==> src/rtl/trig_pkg.sv <==
// Shared mcontrol layout, match encodings and FSM states for the trigger controller.
// Optional range compares are enabled with the TRIG_RANGE_MATCH_EN macro.
package trig_pkg;

    localparam int unsigned BIT_LOAD     = 0;
    localparam int unsigned BIT_STORE    = 1;
    localparam int unsigned BIT_EXEC     = 2;
    localparam int unsigned BIT_M        = 6;
    localparam int unsigned BIT_MATCH_LO = 7;
    localparam int unsigned BIT_MATCH_HI = 8;
    localparam int unsigned BIT_CHAIN    = 11;
    localparam int unsigned BIT_ACTION   = 12;
    localparam int unsigned BIT_HIT      = 20;
    localparam int unsigned BIT_DMODE    = 27;
    localparam int unsigned BIT_TYPE_LO  = 28;

    localparam logic [3:0] MCTRL_TYPE = 4'h2;

    localparam logic [1:0] MATCH_EQ = 2'd0;
    localparam logic [1:0] MATCH_GE = 2'd2;
    localparam logic [1:0] MATCH_LT = 2'd3;

    typedef enum logic {
        IDLE = 1'b0,
        REQ  = 1'b1
    } trig_state_e;

    typedef struct packed {
        logic       dmode;
        logic       hit;
        logic       action;
        logic       chain;
        logic [1:0] match;
        logic       m;
        logic       execute;
        logic       store;
        logic       load;
    } mctrl_t;

    // Only action bit 12 is kept; the other action bits and type are dropped.
    function automatic mctrl_t mctrl_from_word(input logic [31:0] w);
        mctrl_t f;
        f.dmode   = w[BIT_DMODE];
        f.hit     = w[BIT_HIT];
        f.action  = w[BIT_ACTION];
        f.chain   = w[BIT_CHAIN];
        f.match   = w[BIT_MATCH_HI:BIT_MATCH_LO];
        f.m       = w[BIT_M];
        f.execute = w[BIT_EXEC];
        f.store   = w[BIT_STORE];
        f.load    = w[BIT_LOAD];
        return f;
    endfunction

endpackage

==> src/rtl/trig_match.sv <==
// Per-trigger address comparator producing execute and data hit flags.
// Range encodings are compiled in only with TRIG_RANGE_MATCH_EN.
module trig_match
    import trig_pkg::*;
#(
    parameter int DATA_WIDTH = 32
) (
    input  logic                  m_i,
    input  logic                  execute_i,
    input  logic                  store_i,
    input  logic                  load_i,
    input  logic [1:0]            match_i,
    input  logic [DATA_WIDTH-1:0] tdata2_i,
    input  logic                  ex_valid_i,
    input  logic [DATA_WIDTH-1:0] ex_pc_i,
    input  logic                  ls_valid_i,
    input  logic                  ls_wr1_rd0_i,
    input  logic [DATA_WIDTH-1:0] ls_addr_i,
    output logic                  exec_hit_o,
    output logic                  data_hit_o
);

    function automatic logic addr_cmp(input logic [1:0] mode,
                                      input logic [DATA_WIDTH-1:0] addr,
                                      input logic [DATA_WIDTH-1:0] ref_val);
        logic r;
        case (mode)
            MATCH_EQ: r = (addr == ref_val);
`ifdef TRIG_RANGE_MATCH_EN
            MATCH_GE: r = (addr >= ref_val);
            MATCH_LT: r = (addr <  ref_val);
`endif
            default:  r = 1'b0;
        endcase
        return r;
    endfunction

    logic data_sel;

    assign data_sel   = ls_valid_i && ((store_i && ls_wr1_rd0_i) || (load_i && !ls_wr1_rd0_i));
    assign exec_hit_o = m_i && execute_i && ex_valid_i && addr_cmp(match_i, ex_pc_i, tdata2_i);
    assign data_hit_o = m_i && data_sel && addr_cmp(match_i, ls_addr_i, tdata2_i);

endmodule

==> src/rtl/trigger_ctrl.sv <==
// Two-trigger mcontrol storage, match priority/chain resolution and request/ack FSM.
// TRIG_RANGE_MATCH_EN enables >= / < compares and makes match[8] readable.
module trigger_ctrl
    import trig_pkg::*;
#(
    parameter int DATA_WIDTH = 32
) (
    input  logic                  cpu_clk,
    input  logic                  cpu_rstn,
    input  logic                  tselect,
    input  logic                  tdata1_wr,
    input  logic [DATA_WIDTH-1:0] tdata1_wdata,
    output logic [DATA_WIDTH-1:0] mctrl_rd_data,
    input  logic [DATA_WIDTH-1:0] tdata2_t0,
    input  logic [DATA_WIDTH-1:0] tdata2_t1,
    input  logic                  dbg_mode,
    input  logic                  ex_valid,
    input  logic [DATA_WIDTH-1:0] ex_pc,
    input  logic                  ls_valid,
    input  logic                  ls_wr1_rd0,
    input  logic [DATA_WIDTH-1:0] ls_addr,
    output logic                  trig_req,
    output logic                  trig_dbg,
    output logic [DATA_WIDTH-1:0] trig_tval,
    output logic                  trig_id,
    input  logic                  trig_ack
);

    mctrl_t [1:0]          fld_q, fld_d;
    trig_state_e           state_q;
    logic                  chained_q;
    logic [1:0]            exec_raw, data_raw, exec_hit, data_hit;
    logic                  fire, fire_dbg, fire_id, fire_chained;
    logic [DATA_WIDTH-1:0] fire_tval;
    logic                  ack_take, wr_ok;
    logic [1:0]            ack_set;
    mctrl_t                sel_fld;
    logic                  unused_wdata;

    assign unused_wdata = ^tdata1_wdata;

    trig_match #(.DATA_WIDTH(DATA_WIDTH)) u_match_t0 (
        .m_i          (fld_q[0].m),
        .execute_i    (fld_q[0].execute),
        .store_i      (fld_q[0].store),
        .load_i       (fld_q[0].load),
        .match_i      (fld_q[0].match),
        .tdata2_i     (tdata2_t0),
        .ex_valid_i   (ex_valid),
        .ex_pc_i      (ex_pc),
        .ls_valid_i   (ls_valid),
        .ls_wr1_rd0_i (ls_wr1_rd0),
        .ls_addr_i    (ls_addr),
        .exec_hit_o   (exec_raw[0]),
        .data_hit_o   (data_raw[0])
    );

    trig_match #(.DATA_WIDTH(DATA_WIDTH)) u_match_t1 (
        .m_i          (fld_q[1].m),
        .execute_i    (fld_q[1].execute),
        .store_i      (fld_q[1].store),
        .load_i       (fld_q[1].load),
        .match_i      (fld_q[1].match),
        .tdata2_i     (tdata2_t1),
        .ex_valid_i   (ex_valid),
        .ex_pc_i      (ex_pc),
        .ls_valid_i   (ls_valid),
        .ls_wr1_rd0_i (ls_wr1_rd0),
        .ls_addr_i    (ls_addr),
        .exec_hit_o   (exec_raw[1]),
        .data_hit_o   (data_raw[1])
    );

    assign exec_hit = dbg_mode ? 2'b00 : exec_raw;
    assign data_hit = dbg_mode ? 2'b00 : data_raw;

    // A chain makes t0+t1 one trigger: neither fires alone, the pair reports as t1.
    always_comb begin
        fire         = 1'b0;
        fire_dbg     = 1'b0;
        fire_id      = 1'b0;
        fire_chained = 1'b0;
        fire_tval    = '0;
        if (fld_q[0].chain) begin
            if ((exec_hit[0] || data_hit[0]) && (exec_hit[1] || data_hit[1])) begin
                fire         = 1'b1;
                fire_id      = 1'b1;
                fire_dbg     = fld_q[1].action;
                fire_chained = 1'b1;
                fire_tval    = (exec_hit[0] || exec_hit[1]) ? ex_pc : ls_addr;
            end
        end else if (exec_hit[0]) begin
            fire      = 1'b1;
            fire_dbg  = fld_q[0].action;
            fire_tval = ex_pc;
        end else if (exec_hit[1]) begin
            fire      = 1'b1;
            fire_id   = 1'b1;
            fire_dbg  = fld_q[1].action;
            fire_tval = ex_pc;
        end else if (data_hit[0]) begin
            fire      = 1'b1;
            fire_dbg  = fld_q[0].action;
            fire_tval = ls_addr;
        end else if (data_hit[1]) begin
            fire      = 1'b1;
            fire_id   = 1'b1;
            fire_dbg  = fld_q[1].action;
            fire_tval = ls_addr;
        end
    end

    assign ack_take   = (state_q == REQ) && trig_ack;
    assign ack_set[1] = ack_take && trig_id;
    assign ack_set[0] = ack_take && (!trig_id || chained_q);
    assign wr_ok      = tdata1_wr && !(fld_q[tselect].dmode && !dbg_mode);

    always_comb begin
        fld_d = fld_q;
        if (wr_ok) begin
            fld_d[tselect] = mctrl_from_word(tdata1_wdata[31:0]);
        end
        for (int i = 0; i < 2; i++) begin
            if (ack_set[i]) begin
                fld_d[i].hit = 1'b1;
            end
        end
    end

    always_ff @(posedge cpu_clk) begin
        if (!cpu_rstn) begin
            fld_q <= '0;
        end else begin
            fld_q <= fld_d;
        end
    end

    always_ff @(posedge cpu_clk) begin
        if (!cpu_rstn) begin
            state_q   <= IDLE;
            chained_q <= 1'b0;
            trig_req  <= 1'b0;
            trig_dbg  <= 1'b0;
            trig_tval <= '0;
            trig_id   <= 1'b0;
        end else begin
            case (state_q)
                IDLE: begin
                    if (fire) begin
                        state_q   <= REQ;
                        chained_q <= fire_chained;
                        trig_req  <= 1'b1;
                        trig_dbg  <= fire_dbg;
                        trig_tval <= fire_tval;
                        trig_id   <= fire_id;
                    end
                end
                REQ: begin
                    if (trig_ack) begin
                        state_q  <= IDLE;
                        trig_req <= 1'b0;
                    end
                end
                default: state_q <= IDLE;
            endcase
        end
    end

    // match[8] is kept internally so unsupported encodings never match, but reads 0.
    always_comb begin
        sel_fld                                    = fld_q[tselect];
        mctrl_rd_data                              = '0;
        mctrl_rd_data[BIT_TYPE_LO+3:BIT_TYPE_LO]   = MCTRL_TYPE;
        mctrl_rd_data[BIT_DMODE]                   = sel_fld.dmode;
        mctrl_rd_data[BIT_HIT]                     = sel_fld.hit;
        mctrl_rd_data[BIT_ACTION]                  = sel_fld.action;
        mctrl_rd_data[BIT_CHAIN]                   = sel_fld.chain;
`ifdef TRIG_RANGE_MATCH_EN
        mctrl_rd_data[BIT_MATCH_HI]                = sel_fld.match[1];
`endif
        mctrl_rd_data[BIT_MATCH_LO]                = sel_fld.match[0];
        mctrl_rd_data[BIT_M]                       = sel_fld.m;
        mctrl_rd_data[BIT_EXEC]                    = sel_fld.execute;
        mctrl_rd_data[BIT_STORE]                   = sel_fld.store;
        mctrl_rd_data[BIT_LOAD]                    = sel_fld.load;
    end

endmodule
==> config.mk <==
export PLATFORM = sky130hd
export DESIGN_NAME = trigger_ctrl
export DESIGN_NICKNAME = d
export VERILOG_FILES = /design/src/rtl/trig_pkg.sv /design/src/rtl/trig_match.sv /design/src/rtl/trigger_ctrl.sv
export SDC_FILE = /design/constraint.sdc
export NUM_CORES = 1
export LEC_CHECK = 0
export CORE_ASPECT_RATIO = 1.2
export CORE_MARGIN = 8
export CORE_UTILIZATION = 43
export DETAILED_ROUTE_END_ITERATION = 6
export HOLD_SLACK_MARGIN = 0.12
export PLACE_DENSITY = 0.88
export SYNTH_ARGS = -nofsm -noshare
export SYNTH_HDL_FRONTEND = slang
export SYNTH_SLANG_ARGS = --single-unit
==> constraint.sdc <==
create_clock -name cpu_clk -period 5.6 [get_ports cpu_clk]
set_input_delay 1.12 -clock cpu_clk [delete_from_list [all_inputs] [get_ports cpu_clk]]
set_output_delay 1.12 -clock cpu_clk [all_outputs]
set_load 0.1 [all_outputs]
==> impl_results.md <==
* GPL Wtd Cong at 0.9662
* Cell row count at 40
* Slew @ Worst Pin at 1075 ps
* Area delta synth->final at 50.00%
* VDD IR-drop max at 0.1313 mV
* Crit path time final at 4390 ps
* Synth top area share at 0.2653
* Clock skew at 6.641 ps
* Critical Path Source: ex_pc[28]
* EDFF count, synth at 0
* First-pass DRT Iterations at 6
* Synth cell count leaders: xor2_1 (98), nand3_1 (68), dfxtp_1 (57)
* Req. time, crit path at 5820 ps
* Inserted Clock Buffers at 9
* Yosys reg bits at 57
* Outcome: completed
* Global-route wire length before repair at 27.05 mm
* Final setup vio count at 0
* Worst-skew pair later-pin latency at 330 ps
* WS Path Type: in2reg
* Die X at 107.3 µm
* Worst r2r src: fld_q[14]$_SDFFE_PN0P_
* Yosys warnings at 0
* # hold bufs at CTS at 0
* FILL cells at 790
* Most frequent cell after synthesis: xor2_1
* PD cells at 198.9 nW/µm²
* Critical Path End Type: register
* Synth area leaders: dfxtp_1 (27%), xor2_1 (20%), nand3_1 (7.9%)
* CP Data Arrival Time at 4610 ps
* Root Buffer: clkbuf_16
* Via Count at 4669
* CTS tree: built
* Core Footprint at 9859 µm²
* Share of layout cells above drive strength 1 at 0.06386
* Area of the multi-input gates at 2935 µm²
* Die area at 13470 µm²
* Total Neg Setup Slack at 0 ps
* Post-DR vias/cell at 5.729
* Global route overflow at 0
* # nets final at 853
* Post-Synthesis Cells at 506
* Max-Slew Margin vs Limit at 0.2808
* Antenna violations before repair at 0
* Post-CTS sizing at 0
* Post-synth cell types at 40
* Number of global-route vias before repair at 4968
* Number of antenna-violating nets in the routed design at 0
* P_leak at 0.002812 µW
* Post-synth ARST share at 0
* CTS H-tree lvls at 3
* Min-delay src: trig_dbg$_SDFFE_PN0P_
* Final Max Tran Viols at 0
* DRC viols at 0
* Number of I/O pins at 236
* Clk slew on worst S/H paths at 50 ps
* Clock sink total at 57
* Final Hold Viols at 0
* Initial Utilization at 0.4363
* Synth Flop Type: dfxtp_1
* Max Cap Violations at 0
* Post-DP HPWL at 14.50 mm
* Crit path max fanout at 42
* Input/output buffers at 190
* 1st-iter DRT viols at 325
* Postcts setup bufs at 0
* Worst Hold Class: reg2reg
* CTS Buffer Depth at 2
* Mean Syn Cell Area at 8.501 µm²
* Global Route Usage Sum at 0.2600
* Pin count of the biggest net entering global routing at 43
* Total Wirelength at 17.96 mm
* FF+latch area at 1141 µm²
* Wire per inst at 22.04 µm
* Largest area contributor in the netlist: dfxtp_1
* Startpoint types: primary input
* Netlist Area Pre-Place at 4302 µm²
* RSZ-0062 raised after global routing: false
* Maximum clock rate at 0.2278 GHz
* Die Span Y at 125.6 µm
* Fin crit share at 0.7840
* Sequential area share after synthesis at 0.2653
* ANT cells at 0
* Worst hold margin at 491.6 ps
==> final timing paths <==
check,to,slack (ps),cells after the start
setup reg to reg,trig_tval[31]$_SDFFE_PN0P_,2200,9
setup / recovery,trig_tval[31]$_SDFFE_PN0P_,1210,10
hold / removal,trig_dbg$_SDFFE_PN0P_,490,1
hold reg to reg,trig_dbg$_SDFFE_PN0P_,490,1
==> metal layers <==
metal  wire length [µm]  up-vias  part of all wire  track usage
met3               1768       64             0.098      0.08016
met4                854        0             0.048       0.1344
li1                   -     2111                 -            -
met1               6551     2200              0.36       0.2728
met5                  0        -                 0            0
met2               8790      294              0.49       0.4512
==> cells by family (layout without fill, tap and decap cells) <==
group | Yosys count | after routing | share of synthesized area
AO/OA/AOI/OAI | 79 | 79 | 0.1367
XOR/XNOR | 128 | 128 | 0.2606
buffers and inverters | 58 | 220 | 0.07504
flip-flops | 57 | 57 | 0.2653
multiplexers | 30 | 30 | 0.07214
other | 2 | 23 | 0.001746
AND/OR/NAND/NOR | 152 | 152 | 0.1885
==> stage by stage <==
step           utilization  std cells  cell area (µm²)  power (µW)  setup slack [ps]
2_1_floorplan            -        527             4380       632.2              1010
6_report            0.6544        815             6452        1283              1210
3_3_place_gp        0.6284        799             6196       797.1              1138
4_1_cts             0.6544        815             6452        1287              1351
5_1_grt             0.6544        815             6452        1326              1028
3_5_place_dp        0.6284        799             6196       803.1              1026
==> cell type report <==
type                            instances  share of cell area
Tap cell                              126             0.02443
Clock inverter                          4            0.003103
Multi-Input combinational cell        412              0.4549
Sequential cell                        57              0.1768
Timing Repair Buffer                  198              0.3006
Inverter                                6            0.003490
Clock buffer                           12             0.03665
==> critical path, stage by stage <==
cell             delay (ps)
clkdlybuf4s50_1         510
xor2_1                  180
nor4_1                  560
nand4_1                 320
nor3_4                  690
o22ai_1                 300
a21oi_4                 200
buf_4                   390
nand3_1                 150
o211a_1                 160
==> power by group <==
part	total (µW)	switching [µW]	leakage, µW	internal, µW
Combinational	381	225	0.00222	157
Sequential	419	5.35	0.000461	414
Clock	483	187	0.000130	296
Total	1280	417	0.00281	866
==> state kept, by name (all words and copies together), names as in the netlist <==
signal     cells
trig_dbg       1
fld_q         20
chained_q      1
trig_id        1
trig_tval     32
state_q        1
trig_req       1
==> cells in the final DEF (no fill, tap or decap), types with 2 or more instances in the layout <==
cell	Yosys	layout
buf_4	25	17
nor4_1	25	25
xnor2_1	30	30
inv_1	6	6
nand2b_1	2	2
nand2_1	7	7
clkinv_2	0	4
o21ai_0	31	31
mux2i_1	22	22
xor2_1	98	98
a311oi_1	2	2
clkbuf_16	0	9
nor2_1	27	26
clkdlybuf4s50_1	0	181
a21oi_1	4	4
nor3_1	3	3
o211a_1	31	31
dfxtp_1	57	57
nand4_1	12	12
nand3_1	68	68
conb_1	2	23
clkbuf_1	16	3
mux2_2	8	8
o21a_1	2	2
(Power assumes the default switching activity.)
